[src/rtl/ps2_number_entry.sv]
// PS/2 Set-2 scan-code number entry: prefix tracking, BCD entry buffer,
// and a digit-serial BCD-to-binary conversion triggered by Enter.
module ps2_number_entry #(
  parameter int MAX_DIGITS = 3,
  parameter int VALUE_W    = 10
) (
  input  logic                    clk,
  input  logic                    reset,
  input  logic [7:0]              code,
  input  logic                    code_valid,
  output logic                    busy,
  output logic [4*MAX_DIGITS-1:0] bcd_digits,
  output logic [2:0]              digit_count,
  output logic                    entry_full,
  output logic [VALUE_W-1:0]      value_out,
  output logic                    value_valid,
  output logic [7:0]              LEDR
);

  localparam int         BW   = 4 * MAX_DIGITS;
  localparam logic [2:0] MAXC = 3'(MAX_DIGITS);

  typedef enum logic [1:0] {
    P_MAKE, P_BREAK, P_EXT, P_EXT_BREAK
  } pfx_t;

  typedef enum logic [1:0] {
    C_IDLE, C_CONV, C_DONE
  } ctl_t;

  pfx_t               r_pfx, w_pfx_n;
  ctl_t               r_ctl, w_ctl_n;
  logic [BW-1:0]      r_bcd, w_bcd_n;
  logic [2:0]         r_cnt, w_cnt_n;
  logic [2:0]         r_idx, w_idx_n;
  logic [VALUE_W-1:0] r_acc, w_acc_n;
  logic [VALUE_W-1:0] r_value, w_value_n;

  logic               w_dig_hit;
  logic [3:0]         w_dig;
  logic               w_accept;
  logic               w_make;
  logic               w_enter;
  logic [BW+3:0]      w_shl;
  logic [3:0]         w_cur;
  logic [VALUE_W-1:0] w_acc_next;

  always_comb begin
    w_dig_hit = 1'b1;
    w_dig     = 4'd0;
    case (code)
      8'h45, 8'h70: w_dig = 4'd0;
      8'h16, 8'h69: w_dig = 4'd1;
      8'h1E, 8'h72: w_dig = 4'd2;
      8'h26, 8'h7A: w_dig = 4'd3;
      8'h25, 8'h6B: w_dig = 4'd4;
      8'h2E, 8'h73: w_dig = 4'd5;
      8'h36, 8'h74: w_dig = 4'd6;
      8'h3D, 8'h6C: w_dig = 4'd7;
      8'h3E, 8'h75: w_dig = 4'd8;
      8'h46, 8'h7D: w_dig = 4'd9;
      default:      w_dig_hit = 1'b0;
    endcase
  end

  assign w_accept = code_valid && (r_ctl != C_CONV);
  assign w_make   = w_accept && (r_pfx == P_MAKE);
  assign w_enter  = w_accept && (code == 8'h5A) &&
                    ((r_pfx == P_MAKE) || (r_pfx == P_EXT));

  assign w_shl = {r_bcd, w_dig};
  assign w_cur = 4'(r_bcd >> {r_idx, 2'b00});
  // acc*10 as shift-add, truncated to the result width
  assign w_acc_next = (r_acc << 3) + (r_acc << 1) +
                      VALUE_W'(w_cur);

  always_comb begin
    w_pfx_n   = r_pfx;
    w_ctl_n   = r_ctl;
    w_bcd_n   = r_bcd;
    w_cnt_n   = r_cnt;
    w_idx_n   = r_idx;
    w_acc_n   = r_acc;
    w_value_n = r_value;

    if (w_accept) begin
      case (r_pfx)
        P_MAKE: begin
          if (code == 8'hF0)      w_pfx_n = P_BREAK;
          else if (code == 8'hE0) w_pfx_n = P_EXT;
          else                    w_pfx_n = P_MAKE;
        end
        P_EXT: begin
          if (code == 8'hF0)      w_pfx_n = P_EXT_BREAK;
          else if (code == 8'hE0) w_pfx_n = P_EXT;
          else                    w_pfx_n = P_MAKE;
        end
        default: w_pfx_n = P_MAKE;
      endcase
    end

    if (w_make && w_dig_hit) begin
      if (r_cnt < MAXC) begin
        w_bcd_n = w_shl[BW-1:0];
        w_cnt_n = r_cnt + 3'd1;
      end
    end else if (w_make && code == 8'h66) begin
      if (r_cnt != 3'd0) begin
        w_bcd_n = r_bcd >> 4;
        w_cnt_n = r_cnt - 3'd1;
      end
    end else if (w_make && code == 8'h76) begin
      w_bcd_n = '0;
      w_cnt_n = 3'd0;
    end

    case (r_ctl)
      C_CONV: begin
        w_acc_n = w_acc_next;
        w_idx_n = r_idx - 3'd1;
        if (r_idx == 3'd0) begin
          w_ctl_n   = C_DONE;
          w_value_n = w_acc_next;
          w_bcd_n   = '0;
          w_cnt_n   = 3'd0;
        end
      end
      default: begin
        w_ctl_n = C_IDLE;
        if (w_enter && r_cnt != 3'd0) begin
          w_ctl_n = C_CONV;
          w_acc_n = '0;
          w_idx_n = MAXC - 3'd1;
        end
      end
    endcase
  end

  always_ff @(posedge clk) begin
    if (reset) begin
      r_pfx   <= P_MAKE;
      r_ctl   <= C_IDLE;
      r_bcd   <= '0;
      r_cnt   <= 3'd0;
      r_idx   <= 3'd0;
      r_acc   <= '0;
      r_value <= '0;
    end else begin
      r_pfx   <= w_pfx_n;
      r_ctl   <= w_ctl_n;
      r_bcd   <= w_bcd_n;
      r_cnt   <= w_cnt_n;
      r_idx   <= w_idx_n;
      r_acc   <= w_acc_n;
      r_value <= w_value_n;
    end
  end

  assign busy        = (r_ctl == C_CONV);
  assign value_valid = (r_ctl == C_DONE);
  assign bcd_digits  = r_bcd;
  assign digit_count = r_cnt;
  assign entry_full  = (r_cnt == MAXC);
  assign value_out   = r_value;

  generate
    if (VALUE_W >= 8) begin : g_led_wide
      assign LEDR = r_value[7:0];
    end else begin : g_led_narrow
      assign LEDR = {{(8-VALUE_W){1'b0}}, r_value};
    end
  endgenerate

endmodule

[config.mk]
export PLATFORM = sky130hd
export DESIGN_NAME = ps2_number_entry
export DESIGN_NICKNAME = d
export VERILOG_FILES = /design/src/rtl/ps2_number_entry.sv
export SDC_FILE = /design/constraint.sdc
export NUM_CORES = 1
export LEC_CHECK = 0
export CORE_UTILIZATION = 33
export CTS_BUF_LIST = sky130_fd_sc_hd__clkbuf_2
export DETAILED_ROUTE_END_ITERATION = 10
export DONT_BUFFER_PORTS = 1
export PLACE_DENSITY = 0.47
export SLEW_MARGIN = 20
export SYNTH_ARGS = -nofsm -noshare
export SYNTH_HDL_FRONTEND = slang
export SYNTH_SLANG_ARGS = --single-unit
[constraint.sdc]
create_clock -name clk -period 4.8 [get_ports clk]
set_input_delay 0.48 -clock clk [delete_from_list [all_inputs] [get_ports clk]]
set_output_delay 0.48 -clock clk [all_outputs]
set_load 0.03 [all_outputs]
Word level (Yosys, flattened, before mapping)
Index checks and enable logic that the tools add are counted.

storage, ports and cells
  register bits after elaboration = 41
  logic and storage cells = 96
  output and inout port bits = 36

cells by class
  add/subtract/negate cells = 5
  equality and inequality tests = 31
  magnitude comparators = 1
  reduce and logical (&&, ||, !) cells = 24
  multiplexer cells = 27
  shift operators = 1

operator list
  kind                   number
  $eq A8 B7 Y1 const B   15
  $mux W12               7
  $eq A8 B6 Y1 const B   6
  $pmux W4 S9            1
  $mux W3                9
  $reduce_or A20 Y1      1
  $mux W9                2
  $reduce_or A2 Y1       9
  $eq A8 B5 Y1 const B   2
  $eq A8 B8 Y1 const B   2
  $shr A12 B5 Y4         1
  $add A10 B10 Y10       1
  $add A10 B4 Y10        1
  $mux W2                5
  $logic_and A1 B1 Y1    8
  $sub A3 B1 Y3 const B  2
  $eq A2 B2 Y1 const B   2
  $ne A2 B1 Y1 const B   2
  $pmux W2 S2            1
  $add A3 B1 Y3 const B  1
  $eq A3 B2 Y1 const B   1
  $logic_not A3 Y1       1
  $lt A3 B2 Y1 const B   1
  $reduce_bool A3 Y1     1
  other kinds (6)        7

Longest topological paths before layout
  word-level depth = 9
  gate-level depth with buffers = 16

Worst setup path after synthesis
Ideal clock, no wire load.

  path type = register to register
  start = reg r_idx[1]
  end = reg r_value[9], in the netlist value_out[9]
  library setup time = 121 ps
  stages on the path, launching flop included = 16
  required time = 4679 ps
  clock period less this slack = 3154 ps
  arrival time = 3033 ps
  slack = 1646 ps
  cell sequence = dfxtp_1 -> clkbuf_1 -> mux2i_1 -> nor2_1 -> a21oi_1 -> or2_2 -> fa_1 -> inv_1 -> ha_1 -> a21o_1 -> a21oi_1 -> o21bai_1 -> a211o_1 -> a31oi_1 -> xnor2_1 -> o21ai_0

on the way
  word-level cells in the longest chain between the ends = 2
  elaborated cells on any way between the ends = 4
  those cells by class = add/sub: 1; shift: 1; reduce/logical: 2

ends and longest elaborated chain
  what                                                  RTL line  source
  from (decl)                                           35        logic [2:0] r_idx, w_idx_n;
  from (signal assigned)                                153       r_idx <= w_idx_n;
  $shr A12 B5 Y4 or $logic_not A3 Y1 (tied branches)    72, 121
  $add A10 B4 Y10 or $reduce_and A2 Y1 (tied branches)  --
  to (signal assigned)                                  155       r_value <= w_value_n;
  to (decl)                                             37        logic [VALUE_W-1:0] r_value, w_value_n;

Several ways; a longest one is shown, not always the timed one.
A chain may end at the register's enable or synchronous reset.

Final worst setup path
  start = reg r_idx[0]
  end = reg r_value[9], in the netlist value_out[9]

The elaborated chain is that of the path after synthesis.

==> out/summary.txt <==
Power per Cell Area: 193.3 nW/um2
Top-count cell post-synth: dfxtp_1
GRT overflow: 0
Post-synth ARST share: 0%
Synth Area in Compound Gates: 21.92%
Kind of critical path: reg2reg
Max clock buf depth: 2
Worst hold-check path type: in2reg
GP Congestion: 0.7973
Hold Buf Count CTS: 0
All-Layer GR Usage: 16.01%
RSZ-0062 raised after global routing: no
Height of the chip: 93.31 um
Post-Syn Instances: 328
Setup violations, final: 0
Top Ports: 47
Worst Skew: 0.02175 ns
Netlist cell types: 58
Met2 WL: 2979 um
Peak supply drop: 0.07072 mV
Clk slew on worst S/H paths: 0.22 ns
Post-Synth XOR/XNOR Area: 3.183%
Max Slew Vio Count: 0
Minimum clock period: 3.383 ns
Crit path required time: 5.13 ns
Main combinational cell family by area after synthesis: simple AND/OR/NAND/NOR gates
Post-Syn Nets: 361
Number of CTS-inserted buffers: 5
Syn Area/Cell: 8.388 um2
Layout area overhead: 0.8640%
Status: finished, final reports clean
Post-DP HPWL: 4820 um
Synth area leaders: dfxtp_1 (30%), ha_1 (9.1%), a21oi_1 (4.2%)
H-tree levels: 2
Number of synthesized register bits: 41
Adder-cell share of the synthesized area: 10.55%
Leak: 1.090 nW
Post-synth top cells: dfxtp_1 (41), nor2_1 (30), nand2_1 (27), a21oi_1 (23), ha_1 (20)
DR iter-0 viols: 121
Seq/Total Area, Yosys: 29.83%
Simple-Gate Fraction of Synth Area: 24.42%
Ys flop type: dfxtp_1
Final std cells w/o fill: 411
Vias/cell: 5.453
Clock latency on the worst-skew pair: 0.41 ns
Clk sink count: 41
Post-CTS setup buffer count: 0
Detailed Routing Iterations Pass 1: 4
Post-synth EDFFs: 0
CTS resizes: 0
M1 WL: 3255 um
Routed Antenna Nets: 0
Crit path DAT: 3.72 ns
Starting density of the core: 34.88%
Port bufs: 0
FP Rows: 32
Final Cycle Share: 70.48%
First-pass GRT wire length: 10970 um
Synth Cell Area: 2751 um2
CTS tree: yes
DRC viols: 0
Tightest Pin Transition: 0.7816 ns
Final Hold Viols: 0
Synth top area share: 29.83%
Antenna diodes: 0
Drt total wl: 6607 um
Initial antenna violation count: 0
Synthesis Warnings: 0
Worst setup SP type: flop
Clk root buf: clkbuf_2
Die X: 93.31 um
Synth area leader: dfxtp_1
Max Cap Viol: 0
Max layer used: met4
Placed cells: 403
Core area: 7888 um2
Final nets: 341
Critical Path Sink Type: flop
Routed vias: 2241
Fmax: 295.6 MHz
TNS Setup: 0 ns
Max Fanout on Critical Path: 7
Share of cells above drive strength 1: 5.502%
Die area: 8707 um2
Largest net degree at the start of global routing: 20
Vias in the first global route: 2158
Met3 Wirelength: 295 um
Post-DR wirelength/cell: 16.08 um
Post-synthesis mux area share: 1.819%
Rel. slew slack: 47.70%
[state kept, by name (all words and copies together), names as in the netlist]
register and count:
r_idx 3, r_ctl 2, value_out 10, bcd_digits 12, r_pfx 2, digit_count 3, r_acc 9
[kinds of logic after synthesis]
logic type / count (synthesis)
buf+inv: 48
compound gates: 85
simple gates: 117
flops: 41
fa+ha+maj: 22
xor+xnor: 10
mux: 5
[worst max-delay path: stages (launching register included)]
cell and delay (ns):
dfxtp_1 0.47, inv_1 0.11, nor2_1 0.22, a21oi_1 0.12, or2_2 0.30, fa_1 0.53, inv_1 0.06, ha_1 0.28
a21o_1 0.17, a21oi_1 0.23, o21bai_1 0.12, a211o_1 0.30, a31oi_1 0.19, xnor2_1 0.13, o21ai_0 0.08
[routing by layer]
metal | GRT usage [%] | up-vias
li1 | - | 1141
met1 | 21.70 | 1053
met2 | 25.43 | 41
met3 | 3.659 | 6
met4 | 4.231 | 0
met5 | 0 | -
[worst paths after layout]
| check | startpoint | end | slack [ns] | cells past startpoint |
|---|---|---|---|---|
| worst max-delay path | r_idx[0] | value_out[9] | 1.42 | 14 |
| worst min-delay path | reset | r_pfx[0] | 0.1 | 1 |
| worst max register to register | r_idx[0] | value_out[9] | 1.42 | 14 |
| worst min register to register | r_pfx[0] | r_pfx[0] | 0.49 | 2 |
[layout make-up]
type | count | area (um2)
fill | 832 | 5112
multi-input combinational | 239 | 1703
sequential | 41 | 820.8
tap | 102 | 127.6
inverter | 19 | 71.32
clock buffer | 5 | 25.02
timing repair buffer | 2 | 15.01
clock inverter | 3 | 12.51
[power breakdown]
| part | leakage (nW) | switching (mW) | internal [mW] | total (mW) |
|---|---|---|---|---|
| logic | 0.732 | 0.0234 | 0.0172 | 0.0406 |
| clock network | 0.0278 | 0.117 | 0.0319 | 0.149 |
| registers | 0.330 | 0.00430 | 0.343 | 0.347 |
[stage by stage]
step           power, mW  setup slack [ns]  util [%]  cell area (um2)  hold slack [ns]
2_1_floorplan     0.3987             1.646         -             2751           0.4401
3_3_place_gp      0.3942             1.466     34.71             2738           0.4560
3_5_place_dp      0.3943             1.402     34.71             2738           0.4629
4_1_cts           0.5454             1.403     35.18             2775          0.07223
5_1_grt           0.5643             1.108     35.18             2775          0.04044
6_report          0.5364             1.417     35.18             2775          0.09827
[layout by cell type (no fill, tap or decap), types with 6 or more instances in the layout]
cell type	instances
dfxtp_1	41
nor2_1	30
nand2_1	27
a21oi_1	23
ha_1	20
inv_1	19
a22oi_1	10
o21ai_0	7
a22o_1	7
a31oi_1	7
nor2b_1	6
nand3b_1	6
nand3_1	6
(Power assumes the default switching activity.)
